File: src/rtl/apb_timeout_guard.sv
// APB watchdog stage: zero-latency pass-through that aborts a stalled
// access with PSLVERR and drains the hung peripheral transfer internally.
package apb_tg_pkg;
  typedef struct packed {
    logic [31:0] paddr;
    logic [2:0]  pprot;
    logic        psel;
    logic        penable;
    logic        pwrite;
    logic [31:0] pwdata;
    logic [3:0]  pstrb;
  } apb_req_t;

  typedef struct packed {
    logic        pready;
    logic [31:0] prdata;
    logic        pslverr;
  } apb_resp_t;
endpackage

module apb_timeout_guard
  import apb_tg_pkg::*;
#(
  parameter int unsigned TimeoutCycles = 16,
  parameter type req_t  = apb_req_t,
  parameter type resp_t = apb_resp_t
) (
  input  logic        clk_i,
  input  logic        rst_i,
  input  req_t        slv_req_i,
  output resp_t       slv_resp_o,
  output req_t        mst_req_o,
  input  resp_t       mst_resp_i,
  output logic        timeout_o,
  output logic        busy_o,
  output logic [15:0] err_cnt_o
);

  localparam int unsigned CW =
    (TimeoutCycles > 1) ? $clog2(TimeoutCycles) : 1;
  localparam logic [CW-1:0] CntMax = CW'(TimeoutCycles - 1);

  typedef enum logic [1:0] {
    PASS,
    DRAIN,
    RESETUP
  } state_e;

  state_e        state_q, state_d;
  logic [CW-1:0] cnt_q, cnt_d;
  req_t          abort_req_q, abort_req_d;
  logic [15:0]   err_cnt_q, err_cnt_d;
  logic          stall;
  logic          fire;
  logic          timeout;

  always_ff @(posedge clk_i or posedge rst_i) begin
    if (rst_i) begin
      state_q     <= PASS;
      cnt_q       <= '0;
      abort_req_q <= '0;
      err_cnt_q   <= '0;
    end else begin
      state_q     <= state_d;
      cnt_q       <= cnt_d;
      abort_req_q <= abort_req_d;
      err_cnt_q   <= err_cnt_d;
    end
  end

  always_comb begin
    state_d     = state_q;
    cnt_d       = '0;
    abort_req_d = abort_req_q;
    err_cnt_d   = err_cnt_q;
    mst_req_o   = slv_req_i;
    slv_resp_o  = mst_resp_i;
    timeout     = 1'b0;
    fire        = 1'b0;
    stall       = slv_req_i.psel & slv_req_i.penable
                & ~mst_resp_i.pready;

    unique case (state_q)
      PASS: begin
        fire = stall && (cnt_q == CntMax);
        if (stall && (cnt_q < CntMax)) cnt_d = cnt_q + 1'b1;
        if (fire) begin
          slv_resp_o         = '0;
          slv_resp_o.pready  = 1'b1;
          slv_resp_o.pslverr = 1'b1;
          timeout            = 1'b1;
          if (err_cnt_q != 16'hFFFF) err_cnt_d = err_cnt_q + 16'd1;
          abort_req_d        = slv_req_i;
          state_d            = DRAIN;
        end
      end
      DRAIN: begin
        // peripheral response is swallowed; upstream sees a stall
        mst_req_o  = abort_req_q;
        slv_resp_o = '0;
        if (mst_resp_i.pready) state_d = RESETUP;
      end
      RESETUP: begin
        mst_req_o.penable = 1'b0;
        slv_resp_o.pready = 1'b0;
        state_d           = PASS;
      end
      default: state_d = PASS;
    endcase

    if (rst_i) begin
      mst_req_o  = '0;
      slv_resp_o = '0;
      timeout    = 1'b0;
    end
  end

  assign timeout_o = timeout;
  assign busy_o    = (state_q != PASS);
  assign err_cnt_o = err_cnt_q;

endmodule

File: config.mk
export PLATFORM = sky130hd
export DESIGN_NAME = apb_timeout_guard
export DESIGN_NICKNAME = d
export VERILOG_FILES = /design/src/rtl/apb_timeout_guard.sv
export SDC_FILE = /design/constraint.sdc
export NUM_CORES = 1
export LEC_CHECK = 0
export CORE_MARGIN = 1.5
export CORE_UTILIZATION = 38
export CTS_CLUSTER_DIAMETER = 120
export DETAILED_ROUTE_END_ITERATION = 7
export PLACE_DENSITY_LB_ADDON = 0.2
export SLEW_MARGIN = 20
export SYNTH_ARGS = -nofsm -noshare
export SYNTH_HDL_FRONTEND = slang
export SYNTH_SLANG_ARGS = --single-unit
export TNS_END_PERCENT = 50
File: constraint.sdc
create_clock -name clk_i -period 3.7 [get_ports clk_i]
set_input_delay 0.74 -clock clk_i [delete_from_list [all_inputs] [get_ports clk_i]]
set_output_delay 0.74 -clock clk_i [all_outputs]
set_load 0.01 [all_outputs]
# ---- Yosys cells after proc, flatten, opt, wreduce, memory -nomap -nowiden
# Index checks and enable logic that the tools add are counted.
dict set report op_classes {
  n_reduce_logical 8
  n_mux 16
  add_sub_neg 2
  bitwise_logic 3
  eq_ne 6
  order_cmp 1
}
# operator count
set op_table {}
lappend op_table {{74-bit two-way mux} 1}
lappend op_table {{34-bit two-way mux} 2}
lappend op_table {{33-bit case mux with 2 select lines} 1}
lappend op_table {{37-bit two-way mux} 1}
lappend op_table {{36-bit two-way mux} 1}
lappend op_table {{16-bit by 1-bit adder with 16-bit output (second input constant)} 1}
lappend op_table {{16-bit != test (second input constant)} 1}
lappend op_table {{4-bit two-way mux} 2}
lappend op_table {{4-bit by 1-bit adder with 4-bit output (second input constant)} 1}
lappend op_table {{4-bit == test (second input constant)} 1}
lappend op_table {{4-bit < comparator (second input constant)} 1}
lappend op_table {{2-bit two-way mux} 2}
lappend op_table {{2-bit != test (second input constant)} 2}
lappend op_table {{1-bit case mux with 2 select lines} 2}
lappend op_table {{2-bit case mux with 2 select lines} 1}
lappend op_table {{2-bit AND reduction} 2}
lappend op_table {{1-bit two-way mux} 3}
lappend op_table {{3-bit AND reduction} 1}
lappend op_table {{1-bit bitwise AND} 2}
lappend op_table {{2-bit by 1-bit == test with 1-bit output (second input constant)} 1}
lappend op_table {{2-bit == test (second input constant)} 1}
lappend op_table {{1-bit logical AND} 2}
lappend op_table {{2-bit logical NOT} 1}
lappend op_table {{2-bit nonzero test} 1}
lappend op_table {{2 further kinds} 2}
dict set report word_totals {
  ff_bits 96
  inputBits 110
  word_cells 46
  output_inout_bits 126
}

# ---- Depth between registers and ports, before layout
dict set report logic_depth {
  word_depth 6
  mapped_depth 9
  mapped_depth_nobuf 6
}

# ---- Worst setup path before layout
# OpenSTA, ideal clock, no wires.
dict set report synth_path {
  path_type {in2out}
  start {input mst_resp_i[33] (netlist name)}
  end {output slv_resp_o[33] (netlist name)}
  arrival_ps 1689
  t_required_ps 2960
  slack_ps 1271
  cell_stages 6
  n_path_buf 2
  cell_sequence {and4b_1 -> nand2b_1 -> buf_4 -> buf_2 -> o21a_1 -> nor2_1}
}
# item line_no
set synth_lines {}
lappend synth_lines {{start: declaration} 33} ;# input resp_t mst_resp_i,
lappend synth_lines {{end: declaration} 31} ;# output resp_t slv_resp_o,

==> flow_summary.ini <==
[outcome]
status = complete, no violations

[critical_path]
reg2reg_slack_ns = 1.37
cp_top_family = buffers and inverters
cp-end-kind = primary output
cp_slowest_cell = clkdlybuf4s50_1
critical-path-max-stage-delay_ns = 0.56
required_ns = 2.96
path_cells = clkdlybuf4s50_1, nand4b_1, nor2_4, nor3_2, buf_4, and2_1, clkdlybuf4s50_1
path_buf_inv = 3
start_kind = primary input
crit_top_cell = clkdlybuf4s50_1
setup.worst_path.class = in -> out
critPathArrivalTime_ns = 2.77
cp_max_fo = 32

[sta]
hold_viol_final = 0
period_minus_slack_ns = 3.51
fmaxAchievable_ghz = 0.285
setup_ws_ns = 0.192
final-setup-viol-count = 0
worst_pin_slew_ns = 0.704
min_period_over_period_pct = 94.8
setup_tns_ns = 0
slew_headroom_pct = 53.1
rsz0062_at_grt = no
fin_worst_hold_slack_ns = 0.468
finalClockSkew_ns = 0.00494
maxSlewViolCount = 0

[clocking]
htree_levels = 3
tritoncts = done
cts_resized = 0
clk_latency_ns = 0.34
max-clock-path-buffers = 2
cts_inserted_buffers = 9
post_cts_buffers = 0
clk_pin_slew_ns = 0.06
clock-sinks = 96
root_buffer = clkbuf_16
postCtsHoldBufs = 0

[floorplan]
io_pins = 236
die_h_um = 120
die_area_mm2 = 0.0145
die_w_um = 120
start_util_pct = 39.3
design.core.area_mm2 = 0.0133
row_count = 42

[global_route]
grt_pass1_wl_um = 24200
grt_max_degree = 65
grt_usage_pct = 20.6
grt_util_met3_pct = 4.58
grt_use_met1_pct = 27.8
busiest_layer = met2
met2_usage_pct = 32.8
antenna_found_initial = 0
grt_overflow = 0
grt_pass1_vias = 4901

[logic_synthesis]
yosysSeqAreaShare_pct = 45.8
synth-main-ff-cell = dfrtp_1
synth_edf_count = 0
async_flop_share_pct = 100
synth_warnings = 0
ys_types = 35
syn_area_mm2 = 0.00524
synthCells = 625
ys_ff_latch = 96
avgSynthCellArea_um2 = 8.39
synth_fp_nets = 741

[layout]
nets = 959
fillers = 1180
antennaDiodeCount = 0
regArea_mm2 = 0.00240
syn2layout_area_growth_pct = 54.7
drive_above_1_share_pct = 4.48
multiInputGateArea_mm2 = 0.00268

[place]
place_congestion = 0.787
dp_hpwl_um = 10700
port-buffer-count = 235
dp_slack_ns = 0.202

[detailed_routing]
totalWireLength_um = 14800
post-route-drc-count = 0
dr.pass1.iters = 4
vias_per_cell = 4.83
drtIter0Drc = 189
vias = 4949
drt.antenna.violating_nets = 0
wl_per_cell_um = 14.5

[run]
drv_cap = 0

[power]
p_leak_nw = 3.71
ir_drop_mv = 0.176
cellPowerDensity_mw_per_mm2 = 299

[min_path]
hp-class = reg -> reg
## Yosys cell counts (7+ instances only)
cell type | instances | share of area [%]
and2_1 | 32 | 3.8
buf_1 | 7 | 0.50
buf_2 | 15 | 1.4
clkbuf_1 | 14 | 1.0
dfrtp_1 | 96 | 46
mux2i_1 | 73 | 14
nand2_1 | 224 | 16
nor2_1 | 84 | 6.0
nor3_1 | 7 | 0.67
xor2_1 | 15 | 2.5
## registers in the layout (all words and copies together), names as in the netlist
signal	cells
abort_req_q	74
err_cnt_o	16
cnt_q	4
state_q	2
## logic make-up (layout without fill, tap and decap cells)
kind of cell	after synthesis	count (layout)	synth area share, %
AOI/OAI and AO/OA	7	7	0.764
xor gates and xnor gates	17	17	2.84
adders and majority gates	6	6	1.43
buffers and inverters	45	268	3.87
DFF	96	96	45.8
muxes	75	75	14.4
and+or+nand+nor	379	379	30.9
## placed cells by master, fill, tap and decap left out, types with 2 or more instances in the layout
cell type        instances
mux2i_1                 73
and2_1                  32
clkdlybuf4s50_1        234
nor2_1                  83
a21oi_1                  3
xnor2_1                  2
buf_4                    8
o21ai_0                  2
nand2b_1                 4
clkbuf_8                 4
nand2_1                224
nor4_1                   5
nor4_2                   2
clkbuf_16                9
xor2_1                  15
mux2_2                   2
inv_1                    5
dfrtp_1                 96
nand3_1                  6
buf_12                   3
ha_1                     5
nor3_1                   6
nand4_1                  4
## stage by stage
| stage | instances | total power, mW | area (um^2) | utilization, % |
|---|---|---|---|---|
| CTS | 1024 | 2.45 | 8110 | 60.8 |
| finish | 1024 | 2.42 | 8110 | 60.8 |
| global route | 1024 | 2.52 | 8110 | 60.8 |
| floorplan | 625 | 1.19 | 5250 | - |
| detailed placement | 1008 | 1.46 | 7790 | 58.4 |
| global placement | 1008 | 1.46 | 7790 | 58.4 |
## final timing paths
| check | startpoint | end | cells after the start |
|---|---|---|---|
| setup reg to reg | state_q[0] | err_cnt_o[1] | 7 |
| hold / removal | abort_req_q[38] | abort_req_q[38] | 1 |
| min in group asynchronous | rst_i | cnt_q[1] | 3 |
| setup / recovery | mst_resp_i[33] | slv_resp_o[29] | 7 |
| max in group asynchronous | rst_i | abort_req_q[29] | 4 |
| hold reg to reg | abort_req_q[38] | abort_req_q[38] | 1 |
## worst reg2reg max path, stage by stage, from the launching register on
cell and delay, ns:
dfrtp_1 0.43, inv_1 0.09, ha_1 0.27, and4b_1 0.25
nand2b_4 0.10, buf_4 0.54, nor2_1 0.24, mux2_2 0.31
## layout make-up
class,instances,share of cell area [%]
repair buffers,246,30.4
clock inverters,2,0.432
well taps,176,2.72
clock buffers,14,3.50
inverters,6,0.324
multi-input cells,484,33.0
flip-flops and latches,96,29.6
## power breakdown
group          leakage (nW)  internal (mW)  total [mW]  switching [mW]
registers              1.34           1.05        1.05        0.000861
clock network         0.159          0.597       0.981           0.384
logic                  2.21          0.239       0.392           0.153
total                  3.71           1.89        2.42           0.538
## metal layers
layer | share of wire [%] | vias to the layer above | wire length (um)
met1 | 45 | 2356 | 6730
li1 | - | 2430 | -
met2 | 47 | 139 | 6980
met3 | 5.6 | 24 | 833
met4 | 2.0 | 0 | 301
met5 | 0 | - | 0
Power figures use the tool's default switching activity.
